File: src/rtl/instruction_fetch_stage.sv
// IF stage of the 5-stage MIPS pipeline: owns the PC, drives the instruction
// memory address, fills the IF/ID register and latches a sticky fetch fault.
module instruction_fetch_stage #(
  parameter logic [31:0] RESET_PC   = 32'h0000_0000,
  parameter int unsigned IMEM_BYTES = 512
) (
  input  logic        clk,
  input  logic        reset,
  input  logic        stall,
  input  logic        flush,
  input  logic        redirect,
  input  logic [31:0] redirect_target,
  output logic [31:0] imem_address,
  input  logic [31:0] imem_instruction,
  output logic [31:0] if_id_instruction,
  output logic [31:0] if_id_pc_plus4,
  output logic        if_id_valid,
  output logic        fetch_fault,
  output logic [31:0] fetch_count
);

  typedef enum logic {RUN, FAULT} state_t;

  localparam logic [31:0] LAST_WORD = 32'(IMEM_BYTES - 4);

  state_t      state, state_next;
  logic [31:0] pc, pc_next;
  logic [31:0] pc_plus4;
  logic [31:0] instr_q, instr_next;
  logic [31:0] pc4_q, pc4_next;
  logic [31:0] count_q, count_next;
  logic        valid_q, valid_next;
  logic        legal;

  assign pc_plus4 = pc + 32'd4;
  assign legal    = (pc[1:0] == 2'b00) && (pc <= LAST_WORD);

  always_comb begin
    state_next = state;
    pc_next    = pc;
    instr_next = instr_q;
    pc4_next   = pc4_q;
    valid_next = valid_q;
    count_next = count_q;
    case (state)
      RUN: begin
        if (!legal) begin
          // Illegal fetch overrides stall/flush/redirect and parks the PC.
          state_next = FAULT;
          instr_next = '0;
          pc4_next   = '0;
          valid_next = 1'b0;
        end else begin
          if (redirect)   pc_next = redirect_target;
          else if (!stall) pc_next = pc_plus4;

          if (flush) begin
            instr_next = '0;
            pc4_next   = '0;
            valid_next = 1'b0;
          end else if (!stall) begin
            instr_next = imem_instruction;
            pc4_next   = pc_plus4;
            valid_next = 1'b1;
            count_next = count_q + 32'd1;
          end
        end
      end
      FAULT: begin
        instr_next = '0;
        pc4_next   = '0;
        valid_next = 1'b0;
      end
      default: state_next = FAULT;
    endcase
  end

  always_ff @(posedge clk) begin
    if (reset) begin
      state   <= RUN;
      pc      <= RESET_PC;
      instr_q <= '0;
      pc4_q   <= '0;
      valid_q <= 1'b0;
      count_q <= '0;
    end else begin
      state   <= state_next;
      pc      <= pc_next;
      instr_q <= instr_next;
      pc4_q   <= pc4_next;
      valid_q <= valid_next;
      count_q <= count_next;
    end
  end

  assign imem_address      = pc;
  assign if_id_instruction = instr_q;
  assign if_id_pc_plus4    = pc4_q;
  assign if_id_valid       = valid_q;
  assign fetch_fault       = (state == FAULT);
  assign fetch_count       = count_q;

endmodule

File: config.mk
export PLATFORM = sky130hd
export DESIGN_NAME = instruction_fetch_stage
export DESIGN_NICKNAME = d
export VERILOG_FILES = /design/src/rtl/instruction_fetch_stage.sv
export SDC_FILE = /design/constraint.sdc
export NUM_CORES = 1
export LEC_CHECK = 0
export CAP_MARGIN = 10
export CORE_MARGIN = 2
export CORE_UTILIZATION = 47
export CTS_CLUSTER_DIAMETER = 200
export DETAILED_ROUTE_END_ITERATION = 10
export GPL_ROUTABILITY_DRIVEN = 0
export PLACE_DENSITY_LB_ADDON = 0.08
export SYNTH_ARGS = -nofsm -noshare
export SYNTH_HDL_FRONTEND = slang
export SYNTH_SLANG_ARGS = --single-unit
File: constraint.sdc
create_clock -name clk -period 4.5 [get_ports clk]
set_clock_uncertainty 0.1 [all_clocks]
set_input_delay 0.9 -clock clk [delete_from_list [all_inputs] [get_ports clk]]
set_output_delay 0.9 -clock clk [all_outputs]
set_load 0.03 [all_outputs]
After elaboration in Yosys (flattened, before gate mapping)
Cells that the tools add are included.
{"block": "op_classes", "reduce_logical": 4, "eq_ne": 2, "div": 0, "n_lt_le_gt_ge": 1, "shifts": 0, "add_sub_neg": 2, "multipliers": 0, "mux": 15, "n_bitwise": 3}
{"operator": "$mux 32", "n": 7}
{"operator": "$pmux 32 s2", "n": 2}
{"operator": "$add 32x1->32 const B", "n": 1}
{"operator": "$add 32x3->32 const B", "n": 1}
{"operator": "$le 32x9->1 const B", "n": 1}
{"operator": "$mux 1", "n": 5}
{"operator": "$ne 4x4->1 const B", "n": 1}
{"operator": "$reduce_and 4->1", "n": 1}
{"operator": "$not 1->1", "n": 3}
{"operator": "$reduce_and 3->1", "n": 1}
{"operator": "$logic_not 2->1", "n": 1}
{"operator": "$ne 2x1->1 const B", "n": 1}
{"operator": "$pmux 1 s2", "n": 1}
{"operator": "$logic_and 1x1->1", "n": 1}
{"block": "word_totals", "mem_bits_rw": 0, "rom_bits": 0, "out_inout_bits": 130, "input_bits": 69, "register_bits": 130, "word_cells": 33, "latchBits": 0, "memories": 0}

Depth between registers and ports, before layout
Gate-level depths: netlist of run 1.
{"block": "depth", "depth_word": 5, "mapped_depth": 9}

Least setup slack after synthesis of run 1
No wires, ideal clock.
{"block": "synth_path", "path_kind": "input port to flip-flop", "start": "in stall", "end": "reg count_q[26] (netlist: fetch_count[26])", "t_arrival_ns": 2.640, "stages": 7, "slack_ns": 1.689, "setup_ns": 0.070, "required_ns": 4.330, "path_cell_list": "clkbuf_1 and4bb_2 nand4_2 or4_1 buf_2 or3_1 a21oi_1"}
{"block": "synth_via", "elab_chain_cells": 2}
{"element": "start: declaration", "line": "9", "rtl": "input logic stall,"}
{"element": "$not 1->1 (no source line)"}
{"element": "$reduce_and 4->1 (no source line)"}
{"element": "end signal: assignment", "line": "92", "rtl": "count_q <= count_next;"}
{"element": "end: declaration", "line": "31", "rtl": "logic [31:0] count_q, count_next;"}
Every way passes these cells.
A chain may end at the register's enable or synchronous reset.

Final worst setup path of run 1
{"block": "layout_path", "start": "reg count_q[3] (netlist: fetch_count[3])", "end": "out fetch_count[3]"}
{"element": "end: declaration", "line": "19", "rtl": "output logic [31:0] fetch_count"}
No word-level cell between the ends.

==> impl_metrics.py, run 1 <==
metrics = {
    "logic_synthesis": {
        "ys.flop_type": "dfxtp_1",
        "synthTopCellsByCount": "130 x dfxtp_1, 93 x nor2_1, 52 x a21oi_1",
        "yosysUniqueCellTypes": 50,
        "yosysMostFrequentCell": "dfxtp_1",
        "syn_avg_cell_area_um2": 9.340,
        "syn_area_mm2": 0.005062,
        "synth_edf_count": 0,
        "ys_warn_count": 0,
        "synth_area_leaders": "dfxtp_1 51%, mux2i_1 7.7%, nor2_1 6.9%",
        "synth_seq_cells": 130,
        "synth_cells": 542,
        "yosysTopAreaCellShare_pct": 51.41,
        "async_flop_share_pct": 0,
        "ys_seq_area_share_pct": 51.41,
        "synth_top_cell_by_area": "dfxtp_1",
        "syn_nets": 613,
    },
    "worst_setup_path": {
        "worstPathArrival_ns": 1.82,
        "worstPathRequired_ns": 3.50,
        "worstPathCellList": "clkdlybuf4s50_1",
        "cpLargestDelayFamily": "buffers and inverters",
        "reg2reg_slack_ns": 1.87,
        "crit_slowest_cell": "clkdlybuf4s50_1",
        "critPathBufInv": 1,
        "cp_max_fo": 11,
        "critPathKind": "register to output port",
        "start_kind": "register",
        "crit_path_max_incr_delay_ns": 0.77,
        "endpoint_kind": "output port",
    },
    "pwr": {
        "switching_power_mw": 1.226,
        "internal_power_mw": 2.436,
        "finalPower_mw": 3.661,
        "vdd_drop_max_mv": 0.3130,
        "seqPwrFrac_pct": 36.8,
        "comb_power_share_pct": 29.8,
        "pwr-share-clk_pct": 33.4,
        "p_sw_share_pct": 33.48,
        "leakagePower_nw": 2.889,
        "p_per_area_mw_per_mm2": 479.2,
    },
    "sta": {
        "report.final.slew_viol_count": 0,
        "hold_ws_ns": 0.3667,
        "max_freq_ghz": 0.3549,
        "worst_slack_ns": 1.682,
        "period_share_pct": 62.62,
        "post-route-min-period_ns": 2.818,
        "setup_tns_ns": 0,
        "worst_pin_slew_ns": 0.8106,
        "slew_headroom_pct": 45.96,
        "setup_viol": 0,
        "timing.final.hold_violations": 0,
        "rsz0062_at_grt": "false",
    },
    "grt": {
        "grt_usage_pct": 25.27,
        "grt_pass1_wl_um": 23100,
        "grt_max_degree": 67,
        "antenna_found_initial": 0,
        "overflow": 0,
        "grt_pass1_vias": 4635,
    },
    "clocking": {
        "clock_sinks": 130,
        "clk_latency_ns": 0.52,
        "hold_buffers": 0,
        "post-cts-setup-buffer-count": 0,
        "clk_pin_slew_ns": 0.06,
        "clk_path_buf_depth": 2,
        "cts_buffers": 17,
        "ctsResizeCount": 0,
        "root_buffer": "clkbuf_8",
        "cts_max_level": 4,
        "cts_tree": "built",
    },
    "detailed_routing": {
        "via_count": 4652,
        "drt_first_pass_iters": 4,
        "wire_per_inst_um": 16.27,
        "postRouteAntennaNets": 0,
        "wirelength_um": 14250,
        "first_iter_violations": 234,
        "drcViolationCount": 0,
        "routed_via_density": 5.311,
    },
    "status": {
        "status": "finished clean",
    },
    "floorplan": {
        "dieHeight_um": 107.8,
        "floorplan.initialDensity_pct": 48.82,
        "coreArea_mm2": 0.01037,
        "ioPinCount": 199,
        "dieWidth_um": 107.8,
        "dieArea_mm2": 0.01162,
        "num_rows": 37,
    },
    "finish": {
        "finalInstanceArea_mm2": 0.007641,
        "area_delta_synth_final_pct": 50.94,
        "diodes": 0,
        "finalNetCount": 799,
        "layout-drive-gt1-share_pct": 6.892,
    },
    "placement": {
        "dp.final_hpwl_um": 9894,
        "port_buffers": 198,
        "dpl_worst_slack_ns": 1.292,
        "placed_cell_area_mm2": 0.007097,
    },
    "hold_path": {
        "min-delay-path-class": "register to register",
    },
    "flow_run": {
        "drv_cap": 0,
    },
}
## flip-flops by register name (all words and copies together) (netlist names)
register / cells
imem_address: 32
fetch_count: 32
if_id_valid: 1
if_id_instruction: 32
if_id_pc_plus4: 32
fetch_fault: 1
## metrics by stage
stage,util (%),instances
2_1_floorplan,-,542
3_3_place_gp,68.44,844
3_5_place_dp,68.44,844
4_1_cts,73.58,875
5_1_grt,73.68,876
6_report,73.68,876
## worst paths after layout
kind | cells after the start | from | to
hold reg to reg | 2 | if_id_pc_plus4[7] | if_id_pc_plus4[7]
setup / recovery | 1 | fetch_count[3] | fetch_count[3]
hold / removal | 2 | if_id_pc_plus4[7] | if_id_pc_plus4[7]
setup reg to reg | 5 | fetch_count[4] | fetch_count[25]
## cell families (layout without fill, tap and decap cells)
kind of cell | count (synthesis) | in the layout | share of synthesized area (%)
flops | 130 | 130 | 51.41
buf+inv | 44 | 242 | 3.584
fa+ha+maj | 2 | 2 | 0.4942
xor+xnor | 18 | 18 | 3.114
compound gates | 83 | 83 | 9.195
mux | 41 | 41 | 8.156
simple gates | 224 | 224 | 24.05
## area by class of cell
| type | instances | area (um2) |
|---|---|---|
| sequential | 130 | 2603 |
| clock buffer | 26 | 508.0 |
| tap | 136 | 170.2 |
| fill | 789 | 2729 |
| multi-input combinational | 368 | 2288 |
| inverter | 7 | 26.28 |
| timing repair buffer | 204 | 2021 |
| clock inverter | 5 | 25.02 |
## routing by layer
layer  vias to the layer above  wire length, um  track usage [%]  share of wire [%]
li1                       2280                -                -                  -
met1                      2191             5683            29.28                 40
met2                       154             7048            42.68                 49
met3                        27             1179            8.596                8.3
met4                         0              340            10.16                2.4
met5                         -                0                0                  0
## worst min-delay path, delay by kind of cell (launching register included)
kind               cells  cell delay [ns]
AOI/OAI and AO/OA      1             0.05
and+or+nand+nor        1             0.05
DFF                    1             0.31
## power groups by stage
stage          clock [mW]  combinational (mW)  sequential, mW
2_1_floorplan           0               0.505            1.54
3_3_place_gp            0                1.06            1.36
4_1_cts              1.25                1.08            1.35
3_5_place_dp            0                1.07            1.37
6_report             1.22                1.09            1.35
5_1_grt              1.30                1.17            1.36
## cell usage in the layout, fill, tap and decap left out, types with 2 or more instances in the layout
cell             instances
clkdlybuf4s50_1        196
dfxtp_1                130
nor2_1                  93
a21oi_1                 52
mux2i_1                 39
and3_1                  32
nand2_1                 21
nand3_1                 16
xnor2_1                 16
clkbuf_16               16
o21ai_0                 11
nand4_1                  9
or3_1                    9
nor4_1                   8
clkbuf_8                 7
inv_1                    6
or4_1                    6
and4_1                   5
o31ai_1                  5
clkinv_2                 5
buf_4                    5
o21ai_1                  4
nor4_4                   3
nor3_1                   3
clkbuf_1                 3
nor4_2                   2
o41ai_1                  2
nor4b_1                  2
nor3_2                   2
nand2b_1                 2
a22o_1                   2
xor2_1                   2
nor2b_1                  2
mux2_2                   2
ha_1                     2
buf_2                    2
Note: power is estimated with default switching activity, not from simulation.
==> run 2, diff against run 1 <==
--- a/config.mk
+++ b/config.mk
@@ -7,7 +7,7 @@
 export LEC_CHECK = 0
 export CAP_MARGIN = 10
 export CORE_MARGIN = 2
-export CORE_UTILIZATION = 47
+export CORE_UTILIZATION = 44
 export CTS_CLUSTER_DIAMETER = 200
 export DETAILED_ROUTE_END_ITERATION = 10
 export GPL_ROUTABILITY_DRIVEN = 0
==> constraint.sdc (replaced) <==
create_clock -name clk -period 2.85 [get_ports clk]
set_clock_uncertainty 0.1 [all_clocks]
set_input_delay 0.57 -clock clk [delete_from_list [all_inputs] [get_ports clk]]
set_output_delay 0.57 -clock clk [all_outputs]
set_load 0.03 [all_outputs]
==> impl_metrics.py, run 2 (same netlist as run 1, synthesis figures left out) <==
metrics = {
    "status": {
        "status": "finished clean",
    },
    "placement": {
        "dp.final_hpwl_um": 9653,
        "dpl_worst_slack_ns": 0.07800,
        "port_buffers": 198,
        "placed_cell_area_mm2": 0.007166,
    },
    "sta": {
        "period_share_pct": 91.46,
        "slew_headroom_pct": 43.61,
        "report.final.slew_viol_count": 0,
        "post-route-min-period_ns": 2.607,
        "setup_tns_ns": 0,
        "rsz0062_at_grt": "false",
        "worst_pin_slew_ns": 0.8458,
        "max_freq_ghz": 0.3836,
        "worst_slack_ns": 0.2433,
        "setup_viol": 0,
        "timing.final.hold_violations": 0,
        "hold_ws_ns": 0.3552,
    },
    "clocking": {
        "ctsResizeCount": 0,
        "clk_latency_ns": 0.41,
        "clk_path_buf_depth": 2,
        "root_buffer": "clkbuf_16",
        "cts_max_level": 4,
        "post-cts-setup-buffer-count": 0,
        "clock_sinks": 130,
        "clk_pin_slew_ns": 0.05,
        "cts_buffers": 17,
        "hold_buffers": 0,
        "cts_tree": "built",
    },
    "worst_setup_path": {
        "critPathKind": "register to register",
        "critPathBufInv": 0,
        "rr_worst_depth": 5,
        "crit_slowest_cell": "or4_1",
        "cp_max_fo": 8,
        "worstPathRequired_ns": 3.08,
        "worstPathArrival_ns": 2.84,
        "worstPathCellList": "nor4_1, nand4_1, or4_1, or3_1, a21oi_1",
        "crit_path_max_incr_delay_ns": 0.76,
        "endpoint_kind": "register",
        "cp.depth": 5,
        "start_kind": "register",
        "cpLargestDelayFamily": "simple AND/OR/NAND/NOR gates",
    },
    "finish": {
        "layout-drive-gt1-share_pct": 8.032,
        "finalNetCount": 806,
        "mostFrequentLayoutCells": "196 x clkdlybuf4s50_1, 130 x dfxtp_1, 93 x nor2_1",
        "diodes": 0,
        "final_common_cell": "clkdlybuf4s50_1",
        "finalInstanceArea_mm2": 0.007759,
        "area_delta_synth_final_pct": 53.26,
    },
    "grt": {
        "met2_usage_pct": 37.68,
        "grt-busiest-layer": "met2",
        "grt_max_degree": 69,
        "met3_usage_pct": 8.256,
        "overflow": 0,
        "grt_usage_pct": 22.67,
        "met1_usage_pct": 26.61,
        "grt_pass1_vias": 4576,
        "grt_pass1_wl_um": 22740,
        "antenna_found_initial": 0,
    },
    "floorplan": {
        "ioPinCount": 199,
        "dieArea_mm2": 0.01238,
        "coreArea_mm2": 0.01132,
        "dieWidth_um": 111.3,
        "floorplan.initialDensity_pct": 44.72,
        "dieHeight_um": 111.3,
        "num_rows": 39,
    },
    "hold_path": {
        "whs_path_depth": 2,
        "min-delay-path-class": "register to register",
    },
    "detailed_routing": {
        "drcViolationCount": 0,
        "drt_first_pass_iters": 4,
        "wirelength_um": 13710,
        "via_count": 4594,
        "routed_via_density": 5.162,
        "postRouteAntennaNets": 0,
        "wire_per_inst_um": 15.41,
        "first_iter_violations": 284,
    },
    "flow_run": {
        "drv_cap": 0,
    },
    "pwr": {
        "vdd_drop_max_mv": 0.5491,
        "leakagePower_nw": 2.947,
        "p_per_area_mw_per_mm2": 772.5,
    },
}
==> run 2: cell count changes in the layout (fill, tap and decap cells not counted) <==
cell,delta
clkinvlp_4,+1
clkinv_2,+1
bufinv_16,+3
clkbuf_1,-2
clkinv_4,+1
buf_6,-1
clkbuf_16,+1
clkbuf_8,-5
buf_4,+8
==> run 2: power breakdown <==
group | internal (mW) | total [mW] | switching (mW)
sequential | 1.97 | 2.13 | 0.153
combinational | 0.675 | 1.70 | 1.03
clock | 1.41 | 2.16 | 0.757
total | 4.06 | 5.99 | 1.94
==> run 2: area by class of cell <==
type	count	area, um2
clock inverter	11	136.4
sequential	130	2603
tap	143	178.9
fill	895	3562
timing repair buffer	211	2069
multi-input combinational	368	2288
clock buffer	20	456.7
inverter	7	26.28
==> run 2: per-stage QoR <==
stage,instances,power (mW),util [%]
after floorplan,542,3.229,-
after global placement,859,3.828,63.30
after detailed placement,859,3.865,63.30
after CTS,890,6.045,68.53
after global routing,890,6.279,68.53
final,890,5.994,68.53
==> run 2: worst paths after layout <==
check	to	start	slack [ns]
max	fetch_count[31]	imem_address[13]	0.24
min	if_id_pc_plus4[7]	if_id_pc_plus4[7]	0.36
max reg2reg	fetch_count[31]	imem_address[13]	0.24
min reg2reg	if_id_pc_plus4[7]	if_id_pc_plus4[7]	0.36
==> run 2: worst register-to-register path: stages, from the launching register on <==
cell	delay (ns)
dfxtp_1	0.32
nor4_1	0.44
nand4_1	0.40
or4_1	0.77
or3_1	0.36
a21oi_1	0.16
==> run 2: per-layer routing <==
metal	part of all wire (%)	up-vias
li1	-	2286
met1	41	2146
met2	49	137
met3	7.4	25
met4	2.2	0
met5	0	-
